### src/rtl/fpu_pkg.sv
// Shared FPU issue-path definitions: opcodes, FSM encoding, float word and command types.
package fpu_pkg;

   typedef logic [31:0] fp32_t;

   localparam logic [4:0] OP_NOP = 5'b00000;
   localparam logic [4:0] OP_ADD = 5'b00010;
   localparam logic [4:0] OP_SUB = 5'b00011;
   localparam logic [4:0] OP_MUL = 5'b00100;
   localparam logic [4:0] OP_DIV = 5'b01000;
   localparam logic [4:0] OP_CMP = 5'b10000;

   typedef enum logic [1:0] {
      ST_IDLE  = 2'd0,
      ST_ISSUE = 2'd1,
      ST_WAIT  = 2'd2,
      ST_DONE  = 2'd3
   } issue_state_e;

   // One queued command: 32 + 32 + 5 = 69 bits
   typedef struct packed {
      fp32_t      a;
      fp32_t      b;
      logic [4:0] opcode;
   } fpu_cmd_t;

   localparam int CMD_W = $bits(fpu_cmd_t);

   function automatic logic op_legal(input logic [4:0] op);
      return (op == OP_ADD) || (op == OP_SUB) || (op == OP_MUL) ||
             (op == OP_DIV) || (op == OP_CMP);
   endfunction

endpackage

### src/rtl/fpu_cmd_fifo.sv
// Command FIFO: DEPTH entries (power of two), first-in first-out, no full bypass.
module fpu_cmd_fifo
   import fpu_pkg::*;
#(
   parameter int DEPTH = 4
) (
   input  logic             clk,
   input  logic             rst,
   input  logic             wr_en,
   input  logic [CMD_W-1:0] wr_data,
   input  logic             rd_en,
   output logic [CMD_W-1:0] rd_data,
   output logic             full,
   output logic             empty
);

   localparam int AW = (DEPTH > 1) ? $clog2(DEPTH) : 1;

   logic [CMD_W-1:0] mem_q [DEPTH];
   logic [CMD_W-1:0] mem_d [DEPTH];
   logic [AW-1:0]    wr_ptr_q, wr_ptr_d, rd_ptr_q, rd_ptr_d;
   logic [AW:0]      count_q, count_d;
   logic             do_wr, do_rd;

   assign full    = (count_q == (AW+1)'(DEPTH));
   assign empty   = (count_q == '0);
   assign rd_data = mem_q[rd_ptr_q];
   assign do_wr   = wr_en && !full;
   assign do_rd   = rd_en && !empty;

   // Next-state: pointers wrap naturally at DEPTH since DEPTH is a power of two
   always_comb begin
      mem_d    = mem_q;
      wr_ptr_d = wr_ptr_q;
      rd_ptr_d = rd_ptr_q;
      count_d  = count_q;
      if (do_wr) begin
         mem_d[wr_ptr_q] = wr_data;
         wr_ptr_d        = wr_ptr_q + AW'(1);
      end
      if (do_rd) rd_ptr_d = rd_ptr_q + AW'(1);
      case ({do_wr, do_rd})
         2'b10:   count_d = count_q + (AW+1)'(1);
         2'b01:   count_d = count_q - (AW+1)'(1);
         default: count_d = count_q;
      endcase
   end

   // State registers; reset flushes the queue
   always_ff @(posedge clk) begin
      if (rst) begin
         wr_ptr_q <= '0;
         rd_ptr_q <= '0;
         count_q  <= '0;
         for (int i = 0; i < DEPTH; i++) mem_q[i] <= '0;
      end else begin
         wr_ptr_q <= wr_ptr_d;
         rd_ptr_q <= rd_ptr_d;
         count_q  <= count_d;
         mem_q    <= mem_d;
      end
   end

endmodule

### src/rtl/fpu_issue_ctrl.sv
// FPU issue controller: queues commands, issues one at a time to an ALU with fixed
// latency ALU_LAT, captures the result and holds it until consumed.
// Optional feature macro: FPU_ISSUE_PERF_EN adds saturating issued/illegal counters.
module fpu_issue_ctrl
   import fpu_pkg::*;
#(
   parameter int DEPTH   = 4,
   parameter int ALU_LAT = 2
) (
   input  logic        clk,
   input  logic        rst,
   input  logic        cmd_valid,
   output logic        cmd_ready,
   input  logic [31:0] cmd_a,
   input  logic [31:0] cmd_b,
   input  logic [4:0]  cmd_opcode,
   output logic [31:0] alu_a,
   output logic [31:0] alu_b,
   output logic [4:0]  alu_opcode,
   input  logic [31:0] alu_op,
   input  logic        alu_gr,
   input  logic        alu_lr,
   input  logic        alu_eq,
   output logic        res_valid,
   input  logic        res_ready,
   output logic [31:0] res_data,
   output logic        res_gr,
   output logic        res_lr,
   output logic        res_eq,
   output logic        res_err
`ifdef FPU_ISSUE_PERF_EN
   ,
   output logic [31:0] perf_issued,
   output logic [15:0] perf_illegal
`endif
);

   localparam int CW = (ALU_LAT > 1) ? $clog2(ALU_LAT) : 1;
   localparam logic [CW-1:0] CNT_INIT = CW'(ALU_LAT - 1);

   issue_state_e     state_q, state_d;
   logic [CW-1:0]    cnt_q, cnt_d;
   fp32_t            alu_a_q, alu_a_d, alu_b_q, alu_b_d, res_data_q, res_data_d;
   logic [4:0]       alu_opc_q, alu_opc_d;
   logic             res_gr_q, res_gr_d, res_lr_q, res_lr_d, res_eq_q, res_eq_d;
   logic             res_err_q, res_err_d;
   logic             fifo_full, fifo_empty, pop, pop_legal, pop_illegal;
   logic [CMD_W-1:0] fifo_wdata, fifo_rdata;
   fpu_cmd_t         head;

   assign cmd_ready  = !fifo_full;
   assign fifo_wdata = {cmd_a, cmd_b, cmd_opcode};
   assign head       = fifo_rdata;

   fpu_cmd_fifo #(.DEPTH(DEPTH)) u_fifo (
      .clk     (clk),
      .rst     (rst),
      .wr_en   (cmd_valid && cmd_ready),
      .wr_data (fifo_wdata),
      .rd_en   (pop),
      .rd_data (fifo_rdata),
      .full    (fifo_full),
      .empty   (fifo_empty)
   );

   assign alu_a      = alu_a_q;
   assign alu_b      = alu_b_q;
   assign alu_opcode = alu_opc_q;
   assign res_valid  = (state_q == ST_DONE);
   assign res_data   = res_data_q;
   assign res_gr     = res_gr_q;
   assign res_lr     = res_lr_q;
   assign res_eq     = res_eq_q;
   assign res_err    = res_err_q;

   // Issue FSM: pop only from IDLE so a single operation is ever in flight
   always_comb begin
      state_d     = state_q;
      cnt_d       = cnt_q;
      alu_a_d     = alu_a_q;
      alu_b_d     = alu_b_q;
      alu_opc_d   = alu_opc_q;
      res_data_d  = res_data_q;
      res_gr_d    = res_gr_q;
      res_lr_d    = res_lr_q;
      res_eq_d    = res_eq_q;
      res_err_d   = res_err_q;
      pop         = 1'b0;
      pop_legal   = 1'b0;
      pop_illegal = 1'b0;
      case (state_q)
         ST_IDLE: begin
            if (!fifo_empty) begin
               pop = 1'b1;
               if (op_legal(head.opcode)) begin
                  pop_legal = 1'b1;
                  alu_a_d   = head.a;
                  alu_b_d   = head.b;
                  alu_opc_d = head.opcode;
                  state_d   = ST_ISSUE;
               end else begin
                  // Illegal op bypasses the ALU entirely
                  pop_illegal = 1'b1;
                  res_data_d  = '0;
                  res_gr_d    = 1'b0;
                  res_lr_d    = 1'b0;
                  res_eq_d    = 1'b0;
                  res_err_d   = 1'b1;
                  state_d     = ST_DONE;
               end
            end
         end
         ST_ISSUE: begin
            cnt_d   = CNT_INIT;
            state_d = ST_WAIT;
         end
         ST_WAIT: begin
            if (cnt_q == '0) begin
               res_data_d = alu_op;
               res_gr_d   = alu_gr;
               res_lr_d   = alu_lr;
               res_eq_d   = alu_eq;
               res_err_d  = 1'b0;
               alu_opc_d  = OP_NOP;
               state_d    = ST_DONE;
            end else begin
               cnt_d = cnt_q - CW'(1);
            end
         end
         ST_DONE: begin
            if (res_ready) state_d = ST_IDLE;
         end
         default: state_d = ST_IDLE;
      endcase
   end

   // Control and datapath registers; reset discards any in-flight or pending result
   always_ff @(posedge clk) begin
      if (rst) begin
         state_q    <= ST_IDLE;
         cnt_q      <= '0;
         alu_a_q    <= '0;
         alu_b_q    <= '0;
         alu_opc_q  <= OP_NOP;
         res_data_q <= '0;
         res_gr_q   <= 1'b0;
         res_lr_q   <= 1'b0;
         res_eq_q   <= 1'b0;
         res_err_q  <= 1'b0;
      end else begin
         state_q    <= state_d;
         cnt_q      <= cnt_d;
         alu_a_q    <= alu_a_d;
         alu_b_q    <= alu_b_d;
         alu_opc_q  <= alu_opc_d;
         res_data_q <= res_data_d;
         res_gr_q   <= res_gr_d;
         res_lr_q   <= res_lr_d;
         res_eq_q   <= res_eq_d;
         res_err_q  <= res_err_d;
      end
   end

`ifdef FPU_ISSUE_PERF_EN
   logic [31:0] perf_issued_q, perf_issued_d;
   logic [15:0] perf_illegal_q, perf_illegal_d;

   assign perf_issued  = perf_issued_q;
   assign perf_illegal = perf_illegal_q;

   // Saturating event counters
   always_comb begin
      perf_issued_d  = perf_issued_q;
      perf_illegal_d = perf_illegal_q;
      if (pop_legal && !(&perf_issued_q))    perf_issued_d  = perf_issued_q + 32'd1;
      if (pop_illegal && !(&perf_illegal_q)) perf_illegal_d = perf_illegal_q + 16'd1;
   end

   // Counter registers
   always_ff @(posedge clk) begin
      if (rst) begin
         perf_issued_q  <= '0;
         perf_illegal_q <= '0;
      end else begin
         perf_issued_q  <= perf_issued_d;
         perf_illegal_q <= perf_illegal_d;
      end
   end
`endif

endmodule

### config.mk
export PLATFORM = sky130hd
export DESIGN_NAME = fpu_issue_ctrl
export DESIGN_NICKNAME = d
export VERILOG_FILES = /design/src/rtl/fpu_pkg.sv /design/src/rtl/fpu_cmd_fifo.sv /design/src/rtl/fpu_issue_ctrl.sv
export SDC_FILE = /design/constraint.sdc
export NUM_CORES = 1
export LEC_CHECK = 0
export ABC_AREA = 1
export BUFFER_PORTS_ARGS = -buffer_cell sky130_fd_sc_hd__buf_2
export CAP_MARGIN = 20
export CORE_MARGIN = 1.5
export CORE_UTILIZATION = 50
export CTS_BUF_LIST = sky130_fd_sc_hd__clkbuf_8
export DETAILED_ROUTE_END_ITERATION = 16
export PLACE_DENSITY = 0.72
export SLEW_MARGIN = 20
export SYNTH_ARGS = -nofsm -noshare
export SYNTH_HDL_FRONTEND = slang
export SYNTH_HIERARCHICAL = 1
export SYNTH_SLANG_ARGS = --single-unit
### constraint.sdc
create_clock -name clk -period 3.8 [get_ports clk]
set_input_delay 0.57 -clock clk [delete_from_list [all_inputs] [get_ports clk]]
set_output_delay 0.57 -clock clk [all_outputs]
set_load 0.01 [all_outputs]
==> results of run 1 <==
metrics by stage:
stage / hold WS (ps) / total power [mW] / cells
floorplan: 466.7 / 10.80 / 3240
global placement: 447.0 / 12.15 / 3762
detailed placement: 451.9 / 12.33 / 3764
CTS: 251.0 / 16.23 / 3884
global route: 262.7 / 17.43 / 3885
finish: 288.1 / 16.20 / 3885
power by group through the flow:
stage | combinational (mW) | sequential [mW] | clock, mW
after floorplan | 5.47 | 5.33 | 0
after global placement | 6.84 | 5.31 | 0
after detailed placement | 6.99 | 5.33 | 0
after CTS | 7.02 | 5.25 | 3.95
after global routing | 7.96 | 5.34 | 4.14
final | 7.08 | 5.26 | 3.86
critical path, cell delays in order (launching register included):
cell and delay, ps:
dfxtp_4 460, inv_4 360, o21ai_0 140, o22ai_1 330, nor2_1 100, nand2_1 100, nand3_2 100, nand2_2 320
nand2_4 340, nand2_4 430, nand2_1 110, nand2_1 80, nor2_1 40
flip-flops by register name, summed over array words and instances, names as in the netlist, 3 cells and up:
register        cells
u_fifo/count_q      3
u_fifo/mem_q      276
alu_a              32
alu_opcode          5
alu_b              32
res_data           32
synthesized netlist by cell type:
cell,count
nand4_1,277
buf_2,91
inv_1,682
ha_1,9
buf_1,16
dfxtp_1,391
nand2_4,3
nand2_2,2
fa_1,1
nand3_1,111
clkbuf_1,97
nand3_4,1
inv_2,4
a21oi_1,79
o22ai_2,1
o22ai_1,69
nand2_1,752
buf_4,6
nor2_1,463
nand3_2,4
buf_6,34
o21ai_0,143
nor2_2,3
nor3_1,1
cells in the final DEF, fill, tap and decap left out, drive strengths merged:
cell type,n
nand3,116
clkbuf,90
nor3,1
dfxtp,391
a21oi,79
fa,1
clkinvlp,2
o22ai,70
nand4,277
o21ai,143
nand2,757
nor2,466
ha,9
buf,244
inv,712
clkinv,2
logic make-up after synthesis:
group                    count (synthesis)
buffers and inverters                  930
flip-flops                             391
AND/OR/NAND/NOR                       1617
adder cells (fa/ha/maj)                 10
AO/OA/AOI/OAI                          292
worst max path at each step:
stage                             from                 to  cells after the start
global route        u_fifo/rd_ptr_q[0]       res_data[18]                     12
finish              u_fifo/rd_ptr_q[0]             res_lr                     12
global placement    u_fifo/rd_ptr_q[0]       res_data[24]                     12
detailed placement  u_fifo/rd_ptr_q[0]       res_data[29]                     12
floorplan            u_fifo/count_q[0]  u_fifo/count_q[2]                     20
CTS                 u_fifo/rd_ptr_q[0]       res_data[29]                     12
area by class of cell:
cell class                 count  area [um^2]  share of cell area
multi-input combinational   1919         8723              0.3869
clock inverter                30        132.6            0.005883
clock buffer                  90         1239             0.05494
inverter                     686         2585              0.1147
tap                          525        656.9             0.02914
sequential                   391         7833              0.3474
timing repair buffer         244         1376             0.06105
layer usage:
metal	GRT usage	up-vias	routed length (um)
li1	-	10060	-
met1	0.3655	8986	25410
met2	0.4514	813	27190
met3	0.04836	117	4718
met4	0.1092	0	1532
met5	0	-	0
==> flow_summary.ini, run 1 <==
[status]
outcome = complete, no violations

[final_layout]
layout-drive-gt1-share = 0.1092
num-nets-final = 3429
antennaDiodeCount = 0
fin_area_um2 = 22550
syn2layout_area_growth_pct = 10.65
fillers = 3892
fin_util = 0.5636

[synth]
ys_ff_latch = 391
synthMuxAreaShare = 0
synthAdderAreaFrac = 0.006509
synth_fp_nets = 3358
synth_xor_area_frac = 0
synth_seq_area_share = 0.3842
ys_warn_count = 6
synthSimpleGateAreaFrac = 0.3424
syn-instance-count = 3240
synth_compound_area_frac = 0.07633
synth_top_family_by_area = simple AND/OR/NAND/NOR gates
synth.avg_cell_area_um2 = 6.288
synth_top_area_frac = 0.3842
syn_area_um2 = 20370
yosys.area.top_type = dfxtp_1
synth.area.top_cells = dfxtp_1 38%, nand2_1 14%, inv_1 13%
yosysUniqueCellTypes = 24

[clock_network]
cts_setup_buffers = 0
clock_path_buffers = 3
cts_hold_buf = 0
htree_levels = 3
clkLatencyLatePin_ps = 630
cts.sink_count = 391
clk_pin_slew_worst_paths_ps = 60
clock-root-buffer = clkbuf_8
post_cts_resized = 0
cts_tree = yes
cts_made_buffers = 69

[timing]
rsz0062_at_grt = false
setup_violations = 0
fmax_ghz = 0.3260
finalCritPeriodShare = 0.8072
setup_ws_ps = 732.5
tightest_slew_ps = 1104
finalSetupTns_ps = 0
skew_ps = 25.21
relSlewSlack = 0.2641
period_needed_ps = 3068
timing.final.hold_violations = 0
drv_slew = 0

[hold_path]
holdCritPathClass = primary input to flip-flop
whs_path_depth = 5
hold_end = res_data[26]
min_from = alu_op[26]

[power]
netSwitchingFraction = 0.4410
p_int_mw = 9.056
pwr-share-comb = 0.437
p_clk_frac = 0.238
p_leak_nw = 11.50
power.switching_mw = 7.145
p_per_area_nw_per_um2 = 718.6
ir_drop_mv = 0.4094
pwr-share-seq = 0.325

[floorplanning]
die_w_um = 204.9
ios = 215
die-area_um2 = 41970
start_util = 0.5093
rows = 73
dieHeight_um = 204.9
core_um2 = 40010

[detailed_routing]
final_antenna_net_count = 0
via_per_inst = 5.142
routed_wl_mm = 58.85
drt_iter0_markers = 1854
avgRoutedWirePerCell_um = 15.15
dr.pass1.iters = 6
drc = 0
dr_total_vias = 19980

[setup_path]
endpoint_kind = flip-flop
rr_endpoint = res_lr
path_max_fanout = 39
r2r-start = u_fifo/rd_ptr_q[0]
r2r_cells = 12
crit_type = flip-flop to flip-flop
required_ps = 4280
r2r_slack_ps = 730
start_kind = flip-flop
arrival_ps = 3540

[global_routing]
grt_pass1_vias = 18480
grt_max_degree = 129
grt_usage = 0.2778
grt_first_pass_wirelength_mm = 94.63
grt_antenna_before_repair = 0
grt-ovfl-total = 0

[placed_design]
dp_hpwl_mm = 32.30
gp_congestion = 0.8380
post_dp_cell_area_um2 = 21150
place_ws_ps = 764.1
portBuffers = 214

[flow_run]
cap_violations = 0
Power figures use the tool's default switching activity.
==> run 2, diff against run 1 <==
- PLACE_DENSITY: 0.72 -> 0.74
- clock period: 3.8 -> 2.8 ns (I/O delays scaled with it)
==> run 2 against run 1 <==
Against the previous run: routed wire length is 3.1% lower; utilization rose by 0.26 points; critical path type unchanged; die area unchanged; clock skew rose by 1.0 ps; sequential share of layout area down 0.16 points; critical endpoint is now res_data[17].
==> flow_summary.ini, run 2 (synthesized netlist as in run 1, its figures left out) <==
[clock_network]
clock_path_buffers = 3
cts.sink_count = 391
clkLatencyLatePin_ps = 620
clk_pin_slew_worst_paths_ps = 60
cts_made_buffers = 68
clock-root-buffer = clkbuf_8
cts_hold_buf = 0
cts_setup_buffers = 0
post_cts_resized = 0
htree_levels = 3
cts_tree = yes

[global_routing]
grt_max_degree = 117
grt_usage = 0.2683
grt-ovfl-total = 0
grt_antenna_before_repair = 0
grt_pass1_vias = 17780
grt_first_pass_wirelength_mm = 91.31

[floorplanning]
dieHeight_um = 204.9
rows = 73
die-area_um2 = 41970
ios = 215
start_util = 0.5093
core_um2 = 40010
die_w_um = 204.9

[setup_path]
endpoint_kind = flip-flop
arrival_ps = 3050
required_ps = 3290
crit_type = flip-flop to flip-flop
path_max_fanout = 36
start_kind = flip-flop

[timing]
relSlewSlack = 0.2915
tightest_slew_ps = 1063
finalCritPeriodShare = 0.9122
timing.final.hold_violations = 0
rsz0062_at_grt = false
setup_ws_ps = 245.8
skew_ps = 26.23
finalSetupTns_ps = 0
drv_slew = 0
fmax_ghz = 0.3915
period_needed_ps = 2554
setup_violations = 0

[power]
total_power_mw = 21.82
p_per_area_nw_per_um2 = 963.4
p_leak_nw = 11.53
ir_drop_mv = 0.6772

[detailed_routing]
routed_wl_mm = 57.00
drt_iter0_markers = 1755
drc = 0
dr_total_vias = 19480
avgRoutedWirePerCell_um = 14.63
via_per_inst = 4.998
dr.pass1.iters = 6
final_antenna_net_count = 0

[hold_path]
holdCritPathClass = primary input to flip-flop

[placed_design]
dp_hpwl_mm = 32.13
post_dp_cell_area_um2 = 21410
gp_congestion = 0.7973
dp_cells = 3787
portBuffers = 214
place_ws_ps = 358.3

[final_layout]
fin_area_um2 = 22650
final_common_cell = nand2_1
syn2layout_area_growth_pct = 11.17
fillers = 3970
fin_cells = 3897
largest_register_ffs = 276
final-seq-area_um2 = 7833
multi_input_area_um2 = 8723
layout-drive-gt1-share = 0.1130
num-nets-final = 3450
regMostFlops = u_fifo/mem_q
antennaDiodeCount = 0
layout.cells.most_common_list = 752 x nand2_1, 702 x inv_1, 462 x nor2_1

[status]
outcome = complete, no violations

[flow_run]
cap_violations = 0
==> run 2: cell count changes in the layout (fill, tap and decap cells not counted) <==
| cell | change |
|---|---|
| buf_12 | +8 |
| buf_16 | -1 |
| buf_4 | +17 |
| buf_6 | -2 |
| clkbuf_8 | -10 |
| clkinvlp_4 | +4 |
| inv_1 | -2 |
| inv_6 | -2 |
==> run 2: routing by layer <==
| layer | share of wire | vias to the layer above | GRT usage | routed length [um] |
|---|---|---|---|---|
| li1 | - | 10100 | - | - |
| met1 | 0.45 | 8600 | 0.3585 | 25390 |
| met2 | 0.46 | 690 | 0.4391 | 26130 |
| met3 | 0.074 | 94 | 0.03866 | 4204 |
| met4 | 0.022 | 0 | 0.09776 | 1274 |
| met5 | 0 | - | 0 | 0 |
==> run 2: where the power goes <==
part | internal (mW) | total [mW] | switching, mW
Combinational | 3.03 | 9.84 | 6.81
Clock | 2.57 | 4.90 | 2.33
Sequential | 6.57 | 7.07 | 0.506
Total | 12.2 | 21.8 | 9.65
==> run 2: final timing paths <==
kind	cells after the start	slack [ps]	endpoint	start
setup / recovery	12	250	res_data[17]	u_fifo/rd_ptr_q[1]
hold / removal	5	150	res_gr	alu_gr
setup reg to reg	12	250	res_data[17]	u_fifo/rd_ptr_q[1]
hold reg to reg	2	460	alu_a[17]	alu_a[17]
==> run 2: final cells by class <==
type	instances	share of cell area
timing repair buffer	266	0.07126
sequential	391	0.3458
clock inverter	30	0.006076
clock buffer	80	0.04861
multi-input combinational	1919	0.3851
inverter	686	0.1141
tap	525	0.02900
==> run 2: per-stage QoR <==
step / utilization / hold slack, ps
floorplan: - / 466.7
global placement: 0.5352 / 446.6
detailed placement: 0.5352 / 450.7
CTS: 0.5662 / 110.6
global route: 0.5662 / 145.8
finish: 0.5662 / 147.1
==> run 2: critical path, cell delays in order, from the launching register on <==
cell and delay (ps):
dfxtp_2 400, inv_2 270, o21ai_0 140, o22ai_1 310, nor2_1 120, nand2_1 90
nand3_2 100, nand2_2 150, nand2_4 200, nand2_4 370, nand2_1 120, nand2_1 90
nor2_1 40
==> run 3, diff against run 2 <==
- ABC_AREA: 1 -> 0
- PLACE_DENSITY: 0.74 -> 0.75
==> run 3 against run 2 <==
Against the previous run: clock skew down 13 ps; register-to-register slack about the same; setup slack better by 15 ps; largest power group is now sequential cells; total power down 29%; sequential power down 9.2%; sequential share of layout area up 3.5 points; utilization up 1.4 points; maximum frequency up 0.58%; synthesized cell count down 50%.
==> flow_summary.ini, run 3 <==
[status]
outcome = complete, no violations

[power]
p_per_area_nw_per_um2 = 756.5
power.switching_mw = 4.896
pwr-share-comb = 0.263
p_clk_frac = 0.324
netSwitchingFraction = 0.3144
pwr-share-seq = 0.412
ir_drop_mv = 0.4621
p_leak_nw = 8.970
p_int_mw = 10.68

[synth]
synth-edff-count = 0
syn_area_um2 = 17960
synth.avg_cell_area_um2 = 11.19
synth_seq_area_share = 0.4357
synth_ff_type = dfxtp_1
syn-instance-count = 1605
ys_ff_latch = 391
yosysMostFrequentCell = nand2b_1
synthTopCellsByCount = 514 x nand2b_1, 391 x dfxtp_1, 345 x mux2i_1, 69 x mux4_2, 65 x clkbuf_1
synth_fp_nets = 1723
yosysUniqueCellTypes = 46
ys_warn_count = 6
synth.area.top_cells = dfxtp_1 44%, mux2i_1 19%, nand2b_1 18%
yosys.area.top_type = dfxtp_1
synth_top_area_frac = 0.4357
synth-async-reset-ratio = 0

[setup_path]
path_max_fanout = 8
endpoint_kind = flip-flop
r2r_slack_ps = 260
required_ps = 3320
rr_endpoint = u_fifo/count_q[2]
r2r_cells = 10
start_kind = flip-flop
crit_type = flip-flop to flip-flop
r2r-start = u_fifo/count_q[2]
arrival_ps = 3060

[detailed_routing]
drc = 0
routed_wl_mm = 39.00
avgRoutedWirePerCell_um = 16.99
drt_iter0_markers = 552
final_antenna_net_count = 0
dr_total_vias = 12010
dr.pass1.iters = 5
via_per_inst = 5.234

[floorplanning]
start_util = 0.5063
dieHeight_um = 192.5
core_um2 = 35480
rows = 69
die-area_um2 = 37070
ios = 215
die_w_um = 192.5

[timing]
whs_ps = 80.03
timing.final.hold_violations = 0
skew_ps = 13.67
fmax_ghz = 0.3938
period_needed_ps = 2539
setup_violations = 0
drv_slew = 0
tightest_slew_ps = 927.9
finalSetupTns_ps = 0
rsz0062_at_grt = false
relSlewSlack = 0.3814
finalCritPeriodShare = 0.9069

[global_routing]
grt_antenna_before_repair = 6
grt_pass1_vias = 12210
grt-ovfl-total = 0
grt_usage = 0.2094
grt_first_pass_wirelength_mm = 61.91
grt_max_degree = 144

[clock_network]
post_cts_resized = 0
cts_hold_buf = 0
cts_tree = yes
cts_made_buffers = 68
cts.sink_count = 391
clk_pin_slew_worst_paths_ps = 50
clkLatencyLatePin_ps = 600
cts_setup_buffers = 0
clock_path_buffers = 3
htree_levels = 3
clock-root-buffer = clkbuf_8

[placed_design]
gp_congestion = 0.7169
dp_hpwl_mm = 23.86
portBuffers = 214

[final_layout]
layout.cells.most_common_list = 514 x nand2b_1, 389 x dfxtp_1, 345 x mux2i_1
largest_register_ffs = 276
syn2layout_area_growth_pct = 14.61
layout-drive-gt1-share = 0.2510
regMostFlops = u_fifo/mem_q
final_common_cell = nand2b_1
num-nets-final = 1906

[flow_run]
cap_violations = 0

[hold_path]
holdCritPathClass = primary input to flip-flop
min_from = alu_op[22]
hold_end = res_data[22]
whs_path_depth = 3
[run 3: changes by cell type after synthesis, sizes merged, moves of 69 or more]
cell    delta
mux2i    +345
nand2b   +514
nand4    -242
nor2     -454
nand3    -111
buf       -82
inv      -674
o21ai    -105
nand2    -755
o22ai     -70
a21oi     -74
mux4      +69
[run 3: worst max-delay path, cell delays in order, from the launching register on]
cell	delay (ps)
dfxtp_1	380
or3b_1	380
buf_4	190
and2_1	190
inv_1	60
ha_1	180
inv_1	70
fa_1	420
xor2_1	160
or3_1	300
a21oi_1	130
[run 3: layout make-up]
class	count	area (um^2)
Antenna cell	1	2.502
Multi-Input combinational cell	1072	9390
Fill cell	2975	14900
Clock inverter	31	157.7
Clock buffer	84	1156
Sequential cell	391	7835
Timing Repair Buffer	243	1424
Tap cell	461	576.8
Inverter	12	45.04
[run 3: kinds of logic after synthesis]
logic type,Yosys count,share of synthesized area
buffers and inverters,142,0.04451
and+or+nand+nor,589,0.2055
DFF,391,0.4357
xor gates and xnor gates,4,0.001950
AOI/OAI and AO/OA,54,0.02549
muxes,415,0.2794
adders and majority gates,10,0.007383
[run 3: how the worst max path moves through the flow]
stage / from / endpoint
3_3_place_gp: u_fifo/count_q[2] / u_fifo/count_q[2]
5_1_grt: u_fifo/rd_ptr_q[0] / alu_a[24]
3_5_place_dp: u_fifo/rd_ptr_q[0] / alu_a[24]
2_1_floorplan: u_fifo/rd_ptr_q[1] / alu_a[0]
4_1_cts: u_fifo/rd_ptr_q[0] / alu_a[24]
6_report: u_fifo/count_q[2] / u_fifo/count_q[2]
[run 3: stage by stage]
step                      setup slack (ps)    util  area (um^2)  cells  total power, mW
after CTS                            260.5  0.5800        20580   2294            15.78
final                                260.6  0.5802        20590   2295            15.58
after global placement               296.0  0.5430        19270   2179            10.56
after detailed placement             273.8  0.5430        19270   2179            10.69
after floorplan                      131.0       -        17960   1605            9.848
after global routing                 90.64  0.5801        20580   2294            16.36
[run 3: routing by layer]
metal  wire length [um]  global-route usage  vias up
li1                   -                   -     5871
met5                 62                   0        -
met1              17330              0.2634     5809
met3               2408             0.06256       72
met4                700             0.06023       10
met2              18500              0.3470      251
[run 3: power groups by stage]
stage | registers, mW | clock network, mW | logic [mW]
after CTS | 6.42 | 5.20 | 4.16
after global routing | 6.49 | 5.45 | 4.43
after floorplan | 6.50 | 0 | 3.35
final | 6.42 | 5.05 | 4.10
after detailed placement | 6.54 | 0 | 4.15
after global placement | 6.51 | 0 | 4.05
